$ cat src/rtl/top_memory_access_if.sv
// Data-memory bus between the memory stage (master) and the memory/fabric (slave).
// req/we/addr/be/wdata are held by the master until ack; rdata is valid in the ack cycle.
interface top_memory_access_if #(
    parameter int unsigned XLEN = 32
);
    logic            req;
    logic            we;
    logic [XLEN-1:0] addr;
    logic [3:0]      be;
    logic [XLEN-1:0] wdata;
    logic            ack;
    logic [XLEN-1:0] rdata;

    modport master (
        output req, we, addr, be, wdata,
        input  ack, rdata
    );

    modport slave (
        input  req, we, addr, be, wdata,
        output ack, rdata
    );
endinterface

$ cat src/rtl/top_memory_access.sv
// Memory stage: load/store over a req/ack bus with lane steering, extension,
// misalign detection and an ack timeout, feeding the *_mw writeback latch.
module top_memory_access #(
    parameter int unsigned XLEN          = 32,
    parameter int unsigned OPLEN         = 16,
    parameter int unsigned TIMEOUT       = 255,
    parameter int unsigned MEM_LOAD_BIT  = 0,
    parameter int unsigned MEM_STORE_BIT = 1,
    parameter int unsigned FUNCT3_BIT_L  = 2,
    parameter int unsigned FUNCT3_BIT_M  = 4
) (
    input  logic                 clk,
    input  logic                 rst,
    input  logic                 phase_memory,
    input  logic [OPLEN-1:0]     decoded_op_em,
    input  logic [XLEN-1:0]      rs2data_em,
    input  logic                 jump_state_em,
    input  logic [4:0]           rdsel_em,
    input  logic [XLEN-1:0]      next_pc_em,
    input  logic [XLEN-1:0]      alu_out_em,
    top_memory_access_if.master  dmem,
    output logic [OPLEN-1:0]     decoded_op_mw,
    output logic [4:0]           rdsel_mw,
    output logic [XLEN-1:0]      next_pc_mw,
    output logic                 jump_state_mw,
    output logic [XLEN-1:0]      alu_out_mw,
    output logic [XLEN-1:0]      load_data_mw,
    output logic [1:0]           mem_err_mw,
    output logic                 stall_memory
);

    typedef enum logic [0:0] {StIdle, StReq} state_e;

    localparam logic [7:0] LastCnt = 8'(TIMEOUT - 1);
    localparam logic [1:0] ErrOk   = 2'b00;
    localparam logic [1:0] ErrMis  = 2'b01;
    localparam logic [1:0] ErrTo   = 2'b10;

    state_e          r_state;
    state_e          w_state_nxt;

    logic            r_req;
    logic            r_we;
    logic [XLEN-1:0] r_addr;
    logic [3:0]      r_be;
    logic [XLEN-1:0] r_wdata;
    logic [2:0]      r_f3;
    logic [1:0]      r_off;
    logic            r_is_load;
    logic [7:0]      r_cnt;

    logic            w_is_load;
    logic            w_is_store;
    logic            w_memop;
    logic [2:0]      w_f3;
    logic [1:0]      w_off;
    logic            w_misal;
    logic [3:0]      w_be;
    logic [XLEN-1:0] w_wdata;
    logic [XLEN-1:0] w_lane;
    logic [XLEN-1:0] w_ext;

    logic            w_stall;
    logic            w_latch;
    logic            w_issue;
    logic            w_done;
    logic [1:0]      w_err;
    logic [XLEN-1:0] w_load;

    assign w_is_load  = decoded_op_em[MEM_LOAD_BIT];
    assign w_is_store = decoded_op_em[MEM_STORE_BIT];
    assign w_memop    = w_is_load | w_is_store;
    assign w_f3       = decoded_op_em[FUNCT3_BIT_M:FUNCT3_BIT_L];
    assign w_off      = alu_out_em[1:0];

    assign w_misal = ((w_f3[1:0] == 2'b01) && w_off[0]) ||
                     ((w_f3[1:0] == 2'b10) && (w_off != 2'b00));

    // Store lane steering; loads always fetch the whole word.
    always_comb begin
        w_be    = 4'b1111;
        w_wdata = rs2data_em;
        if (w_is_store) begin
            unique case (w_f3[1:0])
                2'b00: begin
                    w_be    = 4'b0001 << w_off;
                    w_wdata = {(XLEN/8){rs2data_em[7:0]}};
                end
                2'b01: begin
                    w_be    = 4'b0011 << {w_off[1], 1'b0};
                    w_wdata = {(XLEN/16){rs2data_em[15:0]}};
                end
                default: begin
                    w_be    = 4'b1111;
                    w_wdata = rs2data_em;
                end
            endcase
        end
    end

    // Extraction uses the offset/width captured at issue, not the live inputs.
    assign w_lane = dmem.rdata >> {r_off, 3'b000};

    always_comb begin
        w_ext = dmem.rdata;
        unique case (r_f3)
            3'b000:  w_ext = {{(XLEN-8){w_lane[7]}}, w_lane[7:0]};
            3'b100:  w_ext = {{(XLEN-8){1'b0}}, w_lane[7:0]};
            3'b001:  w_ext = {{(XLEN-16){w_lane[15]}}, w_lane[15:0]};
            3'b101:  w_ext = {{(XLEN-16){1'b0}}, w_lane[15:0]};
            default: w_ext = dmem.rdata;
        endcase
    end

    always_ff @(posedge clk or posedge rst) begin
        if (rst) begin
            r_state <= StIdle;
        end else begin
            r_state <= w_state_nxt;
        end
    end

    always_comb begin
        w_state_nxt = r_state;
        w_stall     = 1'b0;
        w_latch     = 1'b0;
        w_issue     = 1'b0;
        w_done      = 1'b0;
        w_err       = ErrOk;
        w_load      = '0;
        unique case (r_state)
            StIdle: begin
                if (phase_memory) begin
                    if (!w_memop) begin
                        w_latch = 1'b1;
                    end else if (w_misal) begin
                        w_latch = 1'b1;
                        w_err   = ErrMis;
                    end else begin
                        w_stall     = 1'b1;
                        w_issue     = 1'b1;
                        w_state_nxt = StReq;
                    end
                end
            end
            StReq: begin
                // An ack in the final allowed cycle wins over the timeout.
                if (dmem.ack) begin
                    w_latch     = 1'b1;
                    w_done      = 1'b1;
                    w_load      = r_is_load ? w_ext : '0;
                    w_state_nxt = StIdle;
                end else if (r_cnt == LastCnt) begin
                    w_latch     = 1'b1;
                    w_done      = 1'b1;
                    w_err       = ErrTo;
                    w_state_nxt = StIdle;
                end else begin
                    w_stall = 1'b1;
                end
            end
            default: w_state_nxt = StIdle;
        endcase
    end

    always_ff @(posedge clk or posedge rst) begin
        if (rst) begin
            r_req     <= 1'b0;
            r_we      <= 1'b0;
            r_addr    <= '0;
            r_be      <= 4'b0000;
            r_wdata   <= '0;
            r_f3      <= 3'b000;
            r_off     <= 2'b00;
            r_is_load <= 1'b0;
            r_cnt     <= 8'd0;
        end else begin
            if (w_issue) begin
                r_req     <= 1'b1;
                r_we      <= w_is_store;
                r_addr    <= {alu_out_em[XLEN-1:2], 2'b00};
                r_be      <= w_be;
                r_wdata   <= w_wdata;
                r_f3      <= w_f3;
                r_off     <= w_off;
                r_is_load <= w_is_load & ~w_is_store;
                r_cnt     <= 8'd0;
            end else if (w_done) begin
                r_req <= 1'b0;
            end else if (r_state == StReq) begin
                r_cnt <= r_cnt + 8'd1;
            end
        end
    end

    always_ff @(posedge clk or posedge rst) begin
        if (rst) begin
            decoded_op_mw <= '0;
            rdsel_mw      <= 5'd0;
            next_pc_mw    <= '0;
            jump_state_mw <= 1'b0;
            alu_out_mw    <= '0;
            load_data_mw  <= '0;
            mem_err_mw    <= ErrOk;
        end else if (w_latch) begin
            decoded_op_mw <= decoded_op_em;
            rdsel_mw      <= rdsel_em;
            next_pc_mw    <= next_pc_em;
            jump_state_mw <= jump_state_em;
            alu_out_mw    <= alu_out_em;
            load_data_mw  <= w_load;
            mem_err_mw    <= w_err;
        end
    end

    assign dmem.req     = r_req;
    assign dmem.we      = r_we;
    assign dmem.addr    = r_addr;
    assign dmem.be      = r_be;
    assign dmem.wdata   = r_wdata;
    assign stall_memory = w_stall;

endmodule

$ cat src/flat_wrapper.sv
// flat-port wrapper written by rule: the top's interface ports become plain ports
module top_memory_access_flat 
#(
    parameter int unsigned XLEN          = 32,
    parameter int unsigned OPLEN         = 16,
    parameter int unsigned TIMEOUT       = 255,
    parameter int unsigned MEM_LOAD_BIT  = 0,
    parameter int unsigned MEM_STORE_BIT = 1,
    parameter int unsigned FUNCT3_BIT_L  = 2,
    parameter int unsigned FUNCT3_BIT_M  = 4
)
  (clk, rst, phase_memory, decoded_op_em, rs2data_em, jump_state_em, rdsel_em, next_pc_em, alu_out_em, decoded_op_mw, rdsel_mw, next_pc_mw, jump_state_mw, alu_out_mw, load_data_mw, mem_err_mw, stall_memory, dmem_req, dmem_we, dmem_addr, dmem_be, dmem_wdata, dmem_ack, dmem_rdata);
  top_memory_access_if #(.XLEN(XLEN)) dmem_i ();
  input  logic clk;
  input  logic rst;
  input  logic phase_memory;
  input  logic [OPLEN-1:0] decoded_op_em;
  input  logic [XLEN-1:0] rs2data_em;
  input  logic jump_state_em;
  input  logic [4:0] rdsel_em;
  input  logic [XLEN-1:0] next_pc_em;
  input  logic [XLEN-1:0] alu_out_em;
  output logic [OPLEN-1:0] decoded_op_mw;
  output logic [4:0] rdsel_mw;
  output logic [XLEN-1:0] next_pc_mw;
  output logic jump_state_mw;
  output logic [XLEN-1:0] alu_out_mw;
  output logic [XLEN-1:0] load_data_mw;
  output logic [1:0] mem_err_mw;
  output logic stall_memory;
  output wire logic [$bits(dmem_i.req)-1:0] dmem_req;
  output wire logic [$bits(dmem_i.we)-1:0] dmem_we;
  output wire logic [$bits(dmem_i.addr)-1:0] dmem_addr;
  output wire logic [$bits(dmem_i.be)-1:0] dmem_be;
  output wire logic [$bits(dmem_i.wdata)-1:0] dmem_wdata;
  input wire logic [$bits(dmem_i.ack)-1:0] dmem_ack;
  input wire logic [$bits(dmem_i.rdata)-1:0] dmem_rdata;
  assign dmem_req = dmem_i.req;
  assign dmem_we = dmem_i.we;
  assign dmem_addr = dmem_i.addr;
  assign dmem_be = dmem_i.be;
  assign dmem_wdata = dmem_i.wdata;
  assign dmem_i.ack = dmem_ack;
  assign dmem_i.rdata = dmem_rdata;
  top_memory_access #(.XLEN(XLEN), .OPLEN(OPLEN), .TIMEOUT(TIMEOUT), .MEM_LOAD_BIT(MEM_LOAD_BIT), .MEM_STORE_BIT(MEM_STORE_BIT), .FUNCT3_BIT_L(FUNCT3_BIT_L), .FUNCT3_BIT_M(FUNCT3_BIT_M)) u_core (.clk(clk), .rst(rst), .phase_memory(phase_memory), .decoded_op_em(decoded_op_em), .rs2data_em(rs2data_em), .jump_state_em(jump_state_em), .rdsel_em(rdsel_em), .next_pc_em(next_pc_em), .alu_out_em(alu_out_em), .dmem(dmem_i), .decoded_op_mw(decoded_op_mw), .rdsel_mw(rdsel_mw), .next_pc_mw(next_pc_mw), .jump_state_mw(jump_state_mw), .alu_out_mw(alu_out_mw), .load_data_mw(load_data_mw), .mem_err_mw(mem_err_mw), .stall_memory(stall_memory));
endmodule
$ cat config.mk
export PLATFORM = sky130hd
export DESIGN_NAME = top_memory_access_flat
export DESIGN_NICKNAME = d
export VERILOG_FILES = /design/src/rtl/top_memory_access_if.sv /design/src/rtl/top_memory_access.sv /design/src/flat_wrapper.sv
export SDC_FILE = /design/constraint.sdc
export NUM_CORES = 1
export LEC_CHECK = 0
export ABC_CLOCK_PERIOD_IN_PS = 15800
export CAP_MARGIN = 15
export CORE_ASPECT_RATIO = 1.2
export CORE_MARGIN = 3
export CORE_UTILIZATION = 47
export DETAILED_ROUTE_END_ITERATION = 7
export GPL_ROUTABILITY_DRIVEN = 1
export PLACE_DENSITY = 0.86
export RECOVER_POWER = 25
export SYNTH_ARGS = -nofsm -noshare
export SYNTH_HDL_FRONTEND = slang
export SYNTH_SLANG_ARGS = --single-unit
$ cat constraint.sdc
create_clock -name clk -period 15.8 [get_ports clk]
set_input_delay 3.16 -clock clk [delete_from_list [all_inputs] [get_ports clk]]
set_output_delay 3.16 -clock clk [all_outputs]
set_load 0.01 [all_outputs]
==> metrics <==
outcome complete, but fails checks; failing checks capacitance limit, slew limit; Setup-failing EPs final 0; Hold Buf Count CTS 0; Post-CTS Setup Inserts 0; share of the synthesized area in the top cell type 57.95%; Final #Nets 1,259; Post-DP HPWL 19,120 um; Post-synth ARST share 100.0%; Initial Util 48.05%; die footprint 20,330 um2; die span in y 155.6 um; via count between 7k and 8k; Worst path most repeated cell clkdlybuf4s50_1; grt ovf 0; gpl congestion 0.8812; area grow syn2layout 48.22%; final instance area 12,990 um2; top cells by count, synth 204 x nand2_1, 203 x dfrtp_1, 53 x mux2_1; RSZ-0062 raised after global routing no; die width roughly 130 um; drt pass-1 iters 6; Reg clk slew, reported paths approximately 0.06 ns; site row count 54; cell family with most CP delay buffers and inverters; crit path cell chain clkdlybuf4s50_1 > and3b_1 > a2111o_2 > nand2_1 > clkdlybuf4s50_1; ys flop type dfrtp_1; Placed Instances 1,302; WL final between 20,000 and 30,000 um; Synth Register Bits 203; Startpoint Class input port; worst path bufs/invs 2; synthesized cell area 8766 um2; final worst slack 7.141 ns; DRT iter0 DRCs 436; Worst Path Required 12.64 ns; CP Class in2out; final std cells w/o fill 1,341; maximum clock path buffer count 3; pwr dens between 100 and 150 nW/um2; Final Util 71.22%; share of cells above drive strength 1 8.423%; Synth area leader dfrtp_1; Placed Area 12,250 um2; drt drc 0; top-count cell post-synth nand2_1; period utilization a little over half; fmax 115.5 MHz; Cells after Synth 783; Avg WL per Cell 20.05 um; largest net degree at the start of global routing between 150 and 200; Root Buffer Master clkbuf_16; final-report hold violation count 0; sequential-to-total area share from yosys stat 57.95%; Max-Cap Viols 1; VDD IR-drop max 0.1189 mV; Setup TNS 0 ns; CP Max Fanout 12; gr usage total 25.90%; Worst path slowest cell clkdlybuf4s50_1; count of cell types in the netlist 49; core area 18,240 um2; detail-routed via count per cell between 5 and 6; synth top area cells dfrtp_1 58%, nand2_1 8.7%, mux2_1 6.8%; yosys warns 0; vias in the first global route 7,533; TritonCTS Sinks 203; Critical Path Max Stage Delay 0.73 ns; initial antenna violation count 1; worst slew pin tran around 6.6 ns; R2R setup slack 12.42 ns; average cell area after synthesis 11.20 um2; Ports ~350; Hold Path Class reg2reg; dpl ws 7.102 ns; first-pass GRT wire length 41,410 um; Slew Limit Fails 151; CTS tree built; ANT nets after route 0; Post-synth EDFFs 0; Relative slew margins -340.3%; CP Capture Type primary output; cts bufs inserted 22; Static Leak between 0.005 and 0.006 uW; Fin Clk Skew 0.009806 ns; critical path data arrival time 5.50 ns; post_cts resized 0; H-tree lvl count 1; clock insertion delay at the later pin of the skew report between 0.5 and 0.6 ns; port bufs 342; crit path time final about 8.7 ns
## worst min-delay path, stage by stage (launching register included)
cell,delay [ns]
dfrtp_1,0.34
nand2_1,0.05
nand2_1,0.05
## flip-flops by register name (all words and copies together), names as in the netlist, 5 cells and up
signal	flops
u_core.r_cnt	8
u_core.rdsel_mw	5
u_core.decoded_op_mw	16
u_core.alu_out_mw	32
u_core.dmem.wdata	32
u_core.next_pc_mw	32
u_core.load_data_mw	32
u_core.dmem.addr	30
## layout make-up
class / count / area, um2
clock inverters: 6 / 73.82
fillers: 1276 / 5250
diodes: 1 / 2.502
multi-input cells: 520 / 3388
clock buffers: 31 / 664.4
repair buffers: 349 / 3476
well taps: 224 / 280.3
inverters: 7 / 27.53
flip-flops and latches: 203 / 5080
## final timing paths
check / startpoint / end / cells past startpoint
min in group asynchronous: rst / u_core.next_pc_mw[12] / 2
setup / recovery: decoded_op_em[2] / stall_memory / 5
hold / removal: u_core.dmem.wdata[5] / u_core.dmem.wdata[5] / 2
hold reg to reg: u_core.dmem.wdata[5] / u_core.dmem.wdata[5] / 2
setup reg to reg: u_core.r_cnt[0] / u_core.alu_out_mw[15] / 7
max in group asynchronous: rst / u_core.alu_out_mw[18] / 2
## kinds of logic (layout without fill, tap and decap cells)
family / after synthesis / in the layout / synth area share, %
simple gates: 278 / 278 / 13.32
flops: 203 / 203 / 57.95
compound gates: 122 / 122 / 10.12
mux: 112 / 112 / 14.29
buf+inv: 61 / 393 / 3.597
xor+xnor: 4 / 4 / 0.3996
fa+ha+maj: 2 / 2 / 0.2854
other cells: 1 / 3 / 0.04278
## power breakdown
group	total [uW]	internal, uW	leakage [uW]	switching [uW]
clock network	519	309	0.000367	210
logic	622	352	0.00283	271
registers	744	654	0.00250	89.6
total	1890	1310	0.00570	571
## metal layers
metal	routed length (um)	vias to the layer above	track usage, %
met5	0	-	0
met4	867	0	8.623
met3	2225	69	6.918
met2	14040	328	45.66
met1	9751	3565	30.45
li1	-	3345	-
## metrics by stage
step | hold slack (ns) | power (uW)
finish | 0.4726 | 1885
global route | 0.4964 | 1979
CTS | 0.4760 | 1899
detailed placement | 0.4616 | 1373
global placement | 0.4526 | 1353
floorplan | 0.4429 | 1001
## layout by cell type (no fill, tap or decap), types with 3 or more instances in the layout
cell type | Yosys | layout
o21ai_0 | 37 | 37
nand2b_1 | 3 | 3
mux2_2 | 42 | 42
nand3_1 | 37 | 37
clkbuf_8 | 0 | 8
dfrtp_1 | 203 | 203
o211ai_1 | 34 | 34
a21oi_1 | 6 | 6
clkdlybuf4s50_1 | 0 | 341
nand2_1 | 204 | 204
o2bb2ai_1 | 8 | 8
a2bb2oi_1 | 13 | 13
inv_1 | 7 | 6
clkbuf_16 | 0 | 22
mux2_1 | 53 | 53
a221o_1 | 6 | 6
nor2_1 | 18 | 18
nor2b_1 | 3 | 3
xor2_1 | 4 | 4
a22o_1 | 4 | 4
mux2i_1 | 16 | 16
buf_4 | 6 | 7
No activity file was read; power rests on OpenSTA's default activity.
